--- src/rtl/io_tx_sequencer_pkg.sv ---
// ---------------------------------------------------------------------------
// io_tx_sequencer_pkg
//
// Shared IO-bus definitions.  The IO block that decodes the register map and
// the sequencer that drives it import this package, so both sides agree on:
//   - the sequencer state encoding (tx_state_t)
//   - the default register addresses of the UART data/send register and the
//     status register
//   - the position of the UART busy flag inside the status word
//   - the layout of a word written to the UART register (uart_word)
// ---------------------------------------------------------------------------
package io_tx_sequencer_pkg;

    // Register map of the IO block.
    localparam logic [13:0] IO_ADDR_UART   = 14'd6;
    localparam logic [13:0] IO_ADDR_STATUS = 14'd9;

    // Bit index of uart_busy inside the status register.
    localparam int UART_BUSY_BIT = 1;

    // Sequencer states.  The bus strobes are decoded from these directly.
    typedef enum logic [2:0] {
        IDLE    = 3'd0,
        REQ     = 3'd1,
        WR_SEND = 3'd2,
        POLL_HI = 3'd3,
        WR_CLR  = 3'd4,
        POLL_LO = 3'd5
    } tx_state_t;

    // A write to the UART register carries the byte in [7:0] and the send
    // trigger in bit 8.  Writing with send=1 starts the UART; writing the
    // same byte again with send=0 releases the trigger.
    function automatic logic [15:0] uart_word(input logic send, input logic [7:0] data);
        return {7'b0, send, data};
    endfunction

endpackage

--- src/rtl/sync_fifo.sv ---
// ---------------------------------------------------------------------------
// sync_fifo
//
// Byte-wide single-clock FIFO with DEPTH entries (DEPTH a power of two).
//
// Ports
//   clk        in   clock, all state on the rising edge
//   rst        in   asynchronous active-low reset, empties the FIFO
//   push       in   write push_data (ignored while full)
//   push_data  in   8-bit data to store
//   pop        in   discard the head entry (ignored while empty)
//   head       out  8-bit data at the head of the FIFO (valid when !empty)
//   level      out  number of stored entries, 0..DEPTH
//   full       out  level == DEPTH
//   empty      out  level == 0
//
// A push and a pop in the same cycle both take effect and leave the level
// unchanged.  Pointers are exactly log2(DEPTH) bits so they wrap modulo DEPTH
// on their own.
// ---------------------------------------------------------------------------
module sync_fifo #(
    parameter int DEPTH = 8
) (
    input  logic                   clk,
    input  logic                   rst,
    input  logic                   push,
    input  logic [7:0]             push_data,
    input  logic                   pop,
    output logic [7:0]             head,
    output logic [$clog2(DEPTH):0] level,
    output logic                   full,
    output logic                   empty
);

    localparam int AW = $clog2(DEPTH);
    localparam int LW = AW + 1;
    localparam logic [LW-1:0] DEPTH_LEVEL = LW'(DEPTH);

    logic [7:0]    mem [DEPTH];
    logic [AW-1:0] wr_ptr;
    logic [AW-1:0] rd_ptr;
    logic          do_push;
    logic          do_pop;

    assign full    = (level == DEPTH_LEVEL);
    assign empty   = (level == '0);
    assign do_push = push && !full;
    assign do_pop  = pop && !empty;
    assign head    = mem[rd_ptr];

    // Pointer and occupancy bookkeeping.
    always_ff @(posedge clk or negedge rst) begin
        if (!rst) begin
            wr_ptr <= '0;
            rd_ptr <= '0;
            level  <= '0;
        end else begin
            if (do_push) begin
                wr_ptr <= wr_ptr + AW'(1);
            end
            if (do_pop) begin
                rd_ptr <= rd_ptr + AW'(1);
            end
            case ({do_push, do_pop})
                2'b10:   level <= level + LW'(1);
                2'b01:   level <= level - LW'(1);
                default: level <= level;
            endcase
        end
    end

    // Storage needs no reset: an empty FIFO never exposes stale entries.
    always_ff @(posedge clk) begin
        if (do_push) begin
            mem[wr_ptr] <= push_data;
        end
    end

endmodule

--- src/rtl/io_tx_sequencer.sv ---
// ---------------------------------------------------------------------------
// io_tx_sequencer
//
// Buffers bytes in a FIFO and hands each one to the UART through the shared
// IO bus.  For every byte the sequencer:
//   1. requests the bus and waits for the grant,
//   2. writes the byte with the send bit set to the UART register,
//   3. polls the status register until uart_busy rises (or gives up after
//      TIMEOUT cycles and flags timeout_err),
//   4. writes the byte again with the send bit cleared,
//   5. polls until uart_busy falls, then releases the bus.
//
// Parameters
//   DEPTH        FIFO depth in bytes (power of two, 2..16)
//   TIMEOUT      max cycles to wait for uart_busy to rise
//   ADDR_UART    UART data/send register address
//   ADDR_STATUS  status register address (bit 1 = uart_busy)
//
// Ports
//   clk          in   clock, all state on the rising edge
//   rst          in   asynchronous active-low reset
//   enable       in   allows a new byte transaction to start
//   push         in   write push_data into the FIFO
//   push_data    in   byte to transmit
//   full         out  FIFO holds DEPTH bytes
//   level        out  FIFO occupancy
//   bus_req      out  IO bus ownership request
//   bus_gnt      in   IO bus grant (held once given)
//   io_cs        out  IO chip select
//   io_write     out  IO write strobe
//   io_read      out  IO read strobe
//   io_adresse   out  IO register address (0 when the bus is unused)
//   io_dataout   out  IO write data (0 when not writing)
//   io_datain    in   IO read data
//   overflow     out  sticky: a push arrived while the FIFO was full
//   timeout_err  out  sticky: uart_busy never rose within TIMEOUT cycles
//   clr_err      in   clears both sticky flags (a new set event wins)
// ---------------------------------------------------------------------------
module io_tx_sequencer
    import io_tx_sequencer_pkg::*;
#(
    parameter int          DEPTH       = 8,
    parameter int          TIMEOUT     = 1024,
    parameter logic [13:0] ADDR_UART   = IO_ADDR_UART,
    parameter logic [13:0] ADDR_STATUS = IO_ADDR_STATUS
) (
    input  logic        clk,
    input  logic        rst,
    input  logic        enable,
    input  logic        push,
    input  logic [7:0]  push_data,
    output logic        full,
    output logic [4:0]  level,
    output logic        bus_req,
    input  logic        bus_gnt,
    output logic        io_cs,
    output logic        io_write,
    output logic        io_read,
    output logic [13:0] io_adresse,
    output logic [15:0] io_dataout,
    input  logic [15:0] io_datain,
    output logic        overflow,
    output logic        timeout_err,
    input  logic        clr_err
);

    // Poll counter is ceil(log2(TIMEOUT)) bits, at least one bit.
    localparam int            CW       = (TIMEOUT > 1) ? $clog2(TIMEOUT) : 1;
    localparam logic [CW-1:0] CNT_LAST = CW'(TIMEOUT - 1);

    tx_state_t             state;
    tx_state_t             state_next;
    logic [7:0]            tx_byte;
    logic [CW-1:0]         poll_cnt;

    logic [$clog2(DEPTH):0] fifo_level;
    logic [7:0]             fifo_head;
    logic                   fifo_full;
    logic                   fifo_empty;
    logic                   fifo_pop;

    logic uart_busy;
    logic poll_expired;
    logic overflow_set;
    logic timeout_set;
    logic datain_unused;

    sync_fifo #(
        .DEPTH(DEPTH)
    ) u_fifo (
        .clk       (clk),
        .rst       (rst),
        .push      (push),
        .push_data (push_data),
        .pop       (fifo_pop),
        .head      (fifo_head),
        .level     (fifo_level),
        .full      (fifo_full),
        .empty     (fifo_empty)
    );

    assign full  = fifo_full;
    assign level = 5'(fifo_level);

    // The byte leaves the FIFO at the end of the send write; the clear write
    // reuses the copy held in tx_byte.
    assign fifo_pop = (state == WR_SEND);

    assign uart_busy    = io_datain[UART_BUSY_BIT];
    assign poll_expired = (poll_cnt == CNT_LAST);

    // Only the busy flag of the status word matters to the sequencer.
    assign datain_unused = ^{io_datain[15:UART_BUSY_BIT+1], io_datain[UART_BUSY_BIT-1:0]};

    assign overflow_set = push && fifo_full;
    assign timeout_set  = (state == POLL_HI) && !uart_busy && poll_expired;

    // State register.
    always_ff @(posedge clk or negedge rst) begin
        if (!rst) begin
            state <= IDLE;
        end else begin
            state <= state_next;
        end
    end

    // Next-state logic and Moore-decoded bus outputs.  Every output drops to
    // zero outside the states that actually use the bus.
    always_comb begin
        state_next = state;
        bus_req    = 1'b0;
        io_cs      = 1'b0;
        io_write   = 1'b0;
        io_read    = 1'b0;
        io_adresse = '0;
        io_dataout = '0;

        case (state)
            IDLE: begin
                if (!fifo_empty && enable) begin
                    state_next = REQ;
                end
            end

            REQ: begin
                bus_req = 1'b1;
                if (bus_gnt) begin
                    state_next = WR_SEND;
                end
            end

            WR_SEND: begin
                bus_req    = 1'b1;
                io_cs      = 1'b1;
                io_write   = 1'b1;
                io_adresse = ADDR_UART;
                io_dataout = uart_word(1'b1, tx_byte);
                state_next = POLL_HI;
            end

            POLL_HI: begin
                bus_req    = 1'b1;
                io_cs      = 1'b1;
                io_read    = 1'b1;
                io_adresse = ADDR_STATUS;
                if (uart_busy || poll_expired) begin
                    state_next = WR_CLR;
                end
            end

            WR_CLR: begin
                bus_req    = 1'b1;
                io_cs      = 1'b1;
                io_write   = 1'b1;
                io_adresse = ADDR_UART;
                io_dataout = uart_word(1'b0, tx_byte);
                state_next = POLL_LO;
            end

            POLL_LO: begin
                bus_req    = 1'b1;
                io_cs      = 1'b1;
                io_read    = 1'b1;
                io_adresse = ADDR_STATUS;
                if (!uart_busy) begin
                    state_next = IDLE;
                end
            end

            default: begin
                state_next = IDLE;
            end
        endcase
    end

    // Capture the head byte as the grant arrives so that both UART writes
    // carry the same value even though the FIFO pops after the first one.
    always_ff @(posedge clk or negedge rst) begin
        if (!rst) begin
            tx_byte <= '0;
        end else if ((state == REQ) && bus_gnt) begin
            tx_byte <= fifo_head;
        end
    end

    // Poll counter runs only while waiting for busy to rise and sits at zero
    // everywhere else, so every entry into POLL_HI starts from zero.
    always_ff @(posedge clk or negedge rst) begin
        if (!rst) begin
            poll_cnt <= '0;
        end else if (state == POLL_HI) begin
            poll_cnt <= poll_cnt + CW'(1);
        end else begin
            poll_cnt <= '0;
        end
    end

    // Sticky error flags; a set event in the same cycle as clr_err wins.
    always_ff @(posedge clk or negedge rst) begin
        if (!rst) begin
            overflow    <= 1'b0;
            timeout_err <= 1'b0;
        end else begin
            if (overflow_set) begin
                overflow <= 1'b1;
            end else if (clr_err) begin
                overflow <= 1'b0;
            end

            if (timeout_set) begin
                timeout_err <= 1'b1;
            end else if (clr_err) begin
                timeout_err <= 1'b0;
            end
        end
    end

endmodule

--- config.mk ---
export PLATFORM = sky130hd
export DESIGN_NAME = io_tx_sequencer
export DESIGN_NICKNAME = d
export VERILOG_FILES = /design/src/rtl/io_tx_sequencer_pkg.sv /design/src/rtl/sync_fifo.sv /design/src/rtl/io_tx_sequencer.sv
export SDC_FILE = /design/constraint.sdc
export NUM_CORES = 1
export LEC_CHECK = 0
export ABC_AREA = 1
export CAP_MARGIN = 20
export CORE_ASPECT_RATIO = 0.8
export CORE_MARGIN = 2
export CORE_UTILIZATION = 25
export CTS_CLUSTER_SIZE = 8
export DETAILED_ROUTE_END_ITERATION = 10
export GPL_ROUTABILITY_DRIVEN = 1
export PLACE_DENSITY = 0.46
export SLEW_MARGIN = 15
export SYNTH_ARGS = -nofsm -noshare
export SYNTH_HDL_FRONTEND = slang
export SYNTH_HIERARCHICAL = 1
export SYNTH_SLANG_ARGS = --single-unit
export TNS_END_PERCENT = 50
--- constraint.sdc ---
create_clock -name clk -period 6.8 [get_ports clk]
set_clock_uncertainty 0.2 [all_clocks]
set_input_delay 1.36 -clock clk [delete_from_list [all_inputs] [get_ports clk]]
set_output_delay 1.36 -clock clk [all_outputs]
set_load 0.05 [all_outputs]
==> qor.yml <==
status: "completed"
io_pins: 72
cts_buffers: 9
finalMaxSlewViolations: 0
antenna_found_initial: 0
die_w_um: 157
rsz0062_at_grt: "no"
setup_slack_ns: 2.64
grt.overflow.total: 0
routed_via_density: 3.93
setup_tns_ns: 0
cp.buffers_inverters: 3
synth_fa_ha_area_share_pct: 2.03
fin_area_um2: 5560
vdd_drop_max_mv: 0.170
cts_resized: 0
cts_tree: "yes"
cts-root-buf: "clkbuf_16"
numPortBuffers: 38
final_nets: 594
dp.cells: 797
cp_top_family: "buffers and inverters"
crit_chain: "inv_1, nand3_1, nand2_1, clkinv_1, nor2_1, clkdlybuf4s50_1"
stdcell_count: 815
hpwl_mm: 6.60
yosys-mux-area-fraction_pct: 0
start_util_pct: 25.7
drive_gt1_share_pct: 6.58
clockBufferDepth: 2
grt_pass1_vias: 3135
dieArea_um2: 19800
ant_nets: 0
hp-class: "flop to flop"
yosys.area_share.simple_pct: 23.8
cts.clk_slew.worst_paths_ns: 0.06
diodes: 0
required_ns: 5.24
slew_headroom_pct: 27.5
clock-sinks: 97
path_class: "flop to primary output"
endpoint_kind: "primary output"
coreArea_um2: 18200
hold_buffers: 0
seq_area_frac_synth_pct: 58.7
synth_compound_area_share_pct: 2.86
cpMaxStageDelayCell: "clkdlybuf4s50_1"
firstDrtPassIters: 4
routedWlPerCell_um: 12.2
power_density_nw_per_um2: 446
cts_setup_buffers: 0
ys_seq_elements: 97
drc: 0
routed_wl_mm: 9.97
htree_num_levels: 3
grt_usage_pct: 10.9
yosys_warnings: 6
routed-via-count: 3203
syn_avg_cell_area_um2: 8.98
max_stage_delay_ns: 0.83
final.min_clock_period_ns: 4.16
finalCritPeriodShare_pct: 61.2
syn_inst: 521
gp_congestion: 0.790
synth_area_um2: 4680
hold_violations: 0
tightestPinTransition_ns: 1.08
fmax_ghz: 0.240
row_count: 44
dp_slack_ns: 2.98
postLayoutCoreUtil_pct: 30.5
grt_max_degree: 67
startpoint_type: "flop"
cellLeakagePower_nw: 2.46
post_dp_cell_area_um2: 5240
synthDistinctLibCells: 28
path_max_fanout: 10
clock_latency_ns: 0.34
finalSetupViolations: 0
drt-initial-drc-count: 153
synth_xor_xnor_area_share_pct: 1.31
grt_pass1_wl_mm: 16.1
cp.arrival_ns: 2.60
fp.dieH_um: 126
synth_top_family_by_area: "simple AND/OR/NAND/NOR gates"
maxCapViolCount: 0
area_growth_pct: 18.8
==> path summary, 6_finish.rpt <==
| kind | start | to | slack (ns) | cells after the start |
|---|---|---|---|---|
| hold / removal | poll_cnt[0]$_DFF_PN0_ | poll_cnt[0]$_DFF_PN0_ | 0.26 | 1 |
| setup reg to reg | state[2]$_DFFE_PN0P_ | u_fifo/level[3]$_DFFE_PN0P_ | 4.28 | 12 |
| hold reg to reg | poll_cnt[0]$_DFF_PN0_ | poll_cnt[0]$_DFF_PN0_ | 0.26 | 1 |
| max in group asynchronous | rst | u_fifo/rd_ptr[0]$_DFFE_PN0P_ | 4.85 | 2 |
| min in group asynchronous | rst | tx_byte[7]$_DFFE_PN0P_ | 1.22 | 2 |
| setup / recovery | state[2]$_DFFE_PN0P_ | io_dataout[1] | 2.64 | 6 |
==> kinds of logic (layout without fill, tap and decap cells) <==
family | Yosys count | in the layout
buffers and inverters | 106 | 130
DFF | 97 | 97
other | 1 | 18
AOI/OAI and AO/OA | 26 | 26
adders and majority gates | 7 | 7
xor gates and xnor gates | 7 | 7
and+or+nand+nor | 277 | 277
==> cells in the mapped netlist <==
library cell  instances  area share, %
o21ai_0               9           0.96
xnor2_1               4           0.75
fa_1                  1           0.43
edfxtp_1             64             41
nor3_4                1           0.35
ha_1                  6            1.6
nor2_2                1           0.13
dfrtp_1              33             18
nand2_2               1           0.13
nand2_1             151             12
nor2_1               93            7.5
nor3_1               11            1.2
o22ai_1               1           0.13
buf_6                 4           0.96
o21a_1                1           0.16
nand4_1               2           0.27
inv_1                67            5.4
or2_2                 1           0.13
xor2_1                3           0.56
clkbuf_1              1          0.080
inv_2                 4           0.32
buf_2                 6           0.64
a21oi_1              15            1.6
clkinv_1              1          0.080
nand3_1              13            1.4
conb_1                1          0.080
nand3_2               3           0.64
buf_4                23            3.7
==> registers in the layout (all words and copies together), names as in the netlist <==
name           count
u_fifo/wr_ptr      3
overflow           1
timeout_err        1
u_fifo/mem        64
poll_cnt          10
tx_byte            8
state              3
u_fifo/level       4
u_fifo/rd_ptr      3
==> layout make-up <==
class | instances | area, um2
inverter | 72 | 270
clock inverter | 2 | 12.5
timing repair buffer | 42 | 427
clock buffer | 14 | 274
multi-input combinational | 335 | 1510
sequential | 97 | 2750
fill | 1889 | 12700
tap | 253 | 317
==> where the power goes <==
group	total (mW)	switching (mW)	internal, mW	leakage [nW]
sequential	0.872	0.119	0.753	0.994
clock	0.483	0.205	0.278	0.139
combinational	1.12	0.765	0.358	1.33
total	2.48	1.09	1.39	2.46
==> worst reg2reg max path, delay by kind of cell (launching register included) <==
| family | cells | cell delay, ns |
|---|---|---|
| DFF | 1 | 0.47 |
| adders and majority gates | 2 | 0.56 |
| and+or+nand+nor | 7 | 0.88 |
| buffers and inverters | 3 | 0.31 |
==> placed cells by master, fill, tap and decap left out, drive strengths merged, types with 2 or more instances in the layout <==
| cell type | netlist | layout |
|---|---|---|
| nand2 | 152 | 152 |
| edfxtp | 64 | 64 |
| a21oi | 15 | 15 |
| xor2 | 3 | 3 |
| o21ai | 9 | 9 |
| clkbuf | 1 | 14 |
| inv | 71 | 71 |
| clkinv | 1 | 2 |
| conb | 1 | 18 |
| nand4 | 2 | 2 |
| dfrtp | 33 | 33 |
| nor3 | 12 | 12 |
| buf | 33 | 4 |
| nor2 | 94 | 94 |
| nand3 | 16 | 16 |
| clkdlybuf4s50 | 0 | 38 |
| xnor2 | 4 | 4 |
| ha | 6 | 6 |
==> per-layer routing <==
layer	share of wire, %	up-vias	track usage (%)
li1	-	1655	-
met1	49	1470	14.1
met2	45	67	17.2
met3	4.9	11	3.59
met4	1.4	0	3.45
met5	0	-	0
==> per-stage QoR <==
stage          power (mW)  hold WS (ns)
2_1_floorplan        1.71         0.232
3_3_place_gp         1.99         0.245
3_5_place_dp         2.01         0.254
4_1_cts              2.50         0.264
5_1_grt              2.67         0.289
6_report             2.48         0.257
Power figures use the tool's default switching activity.
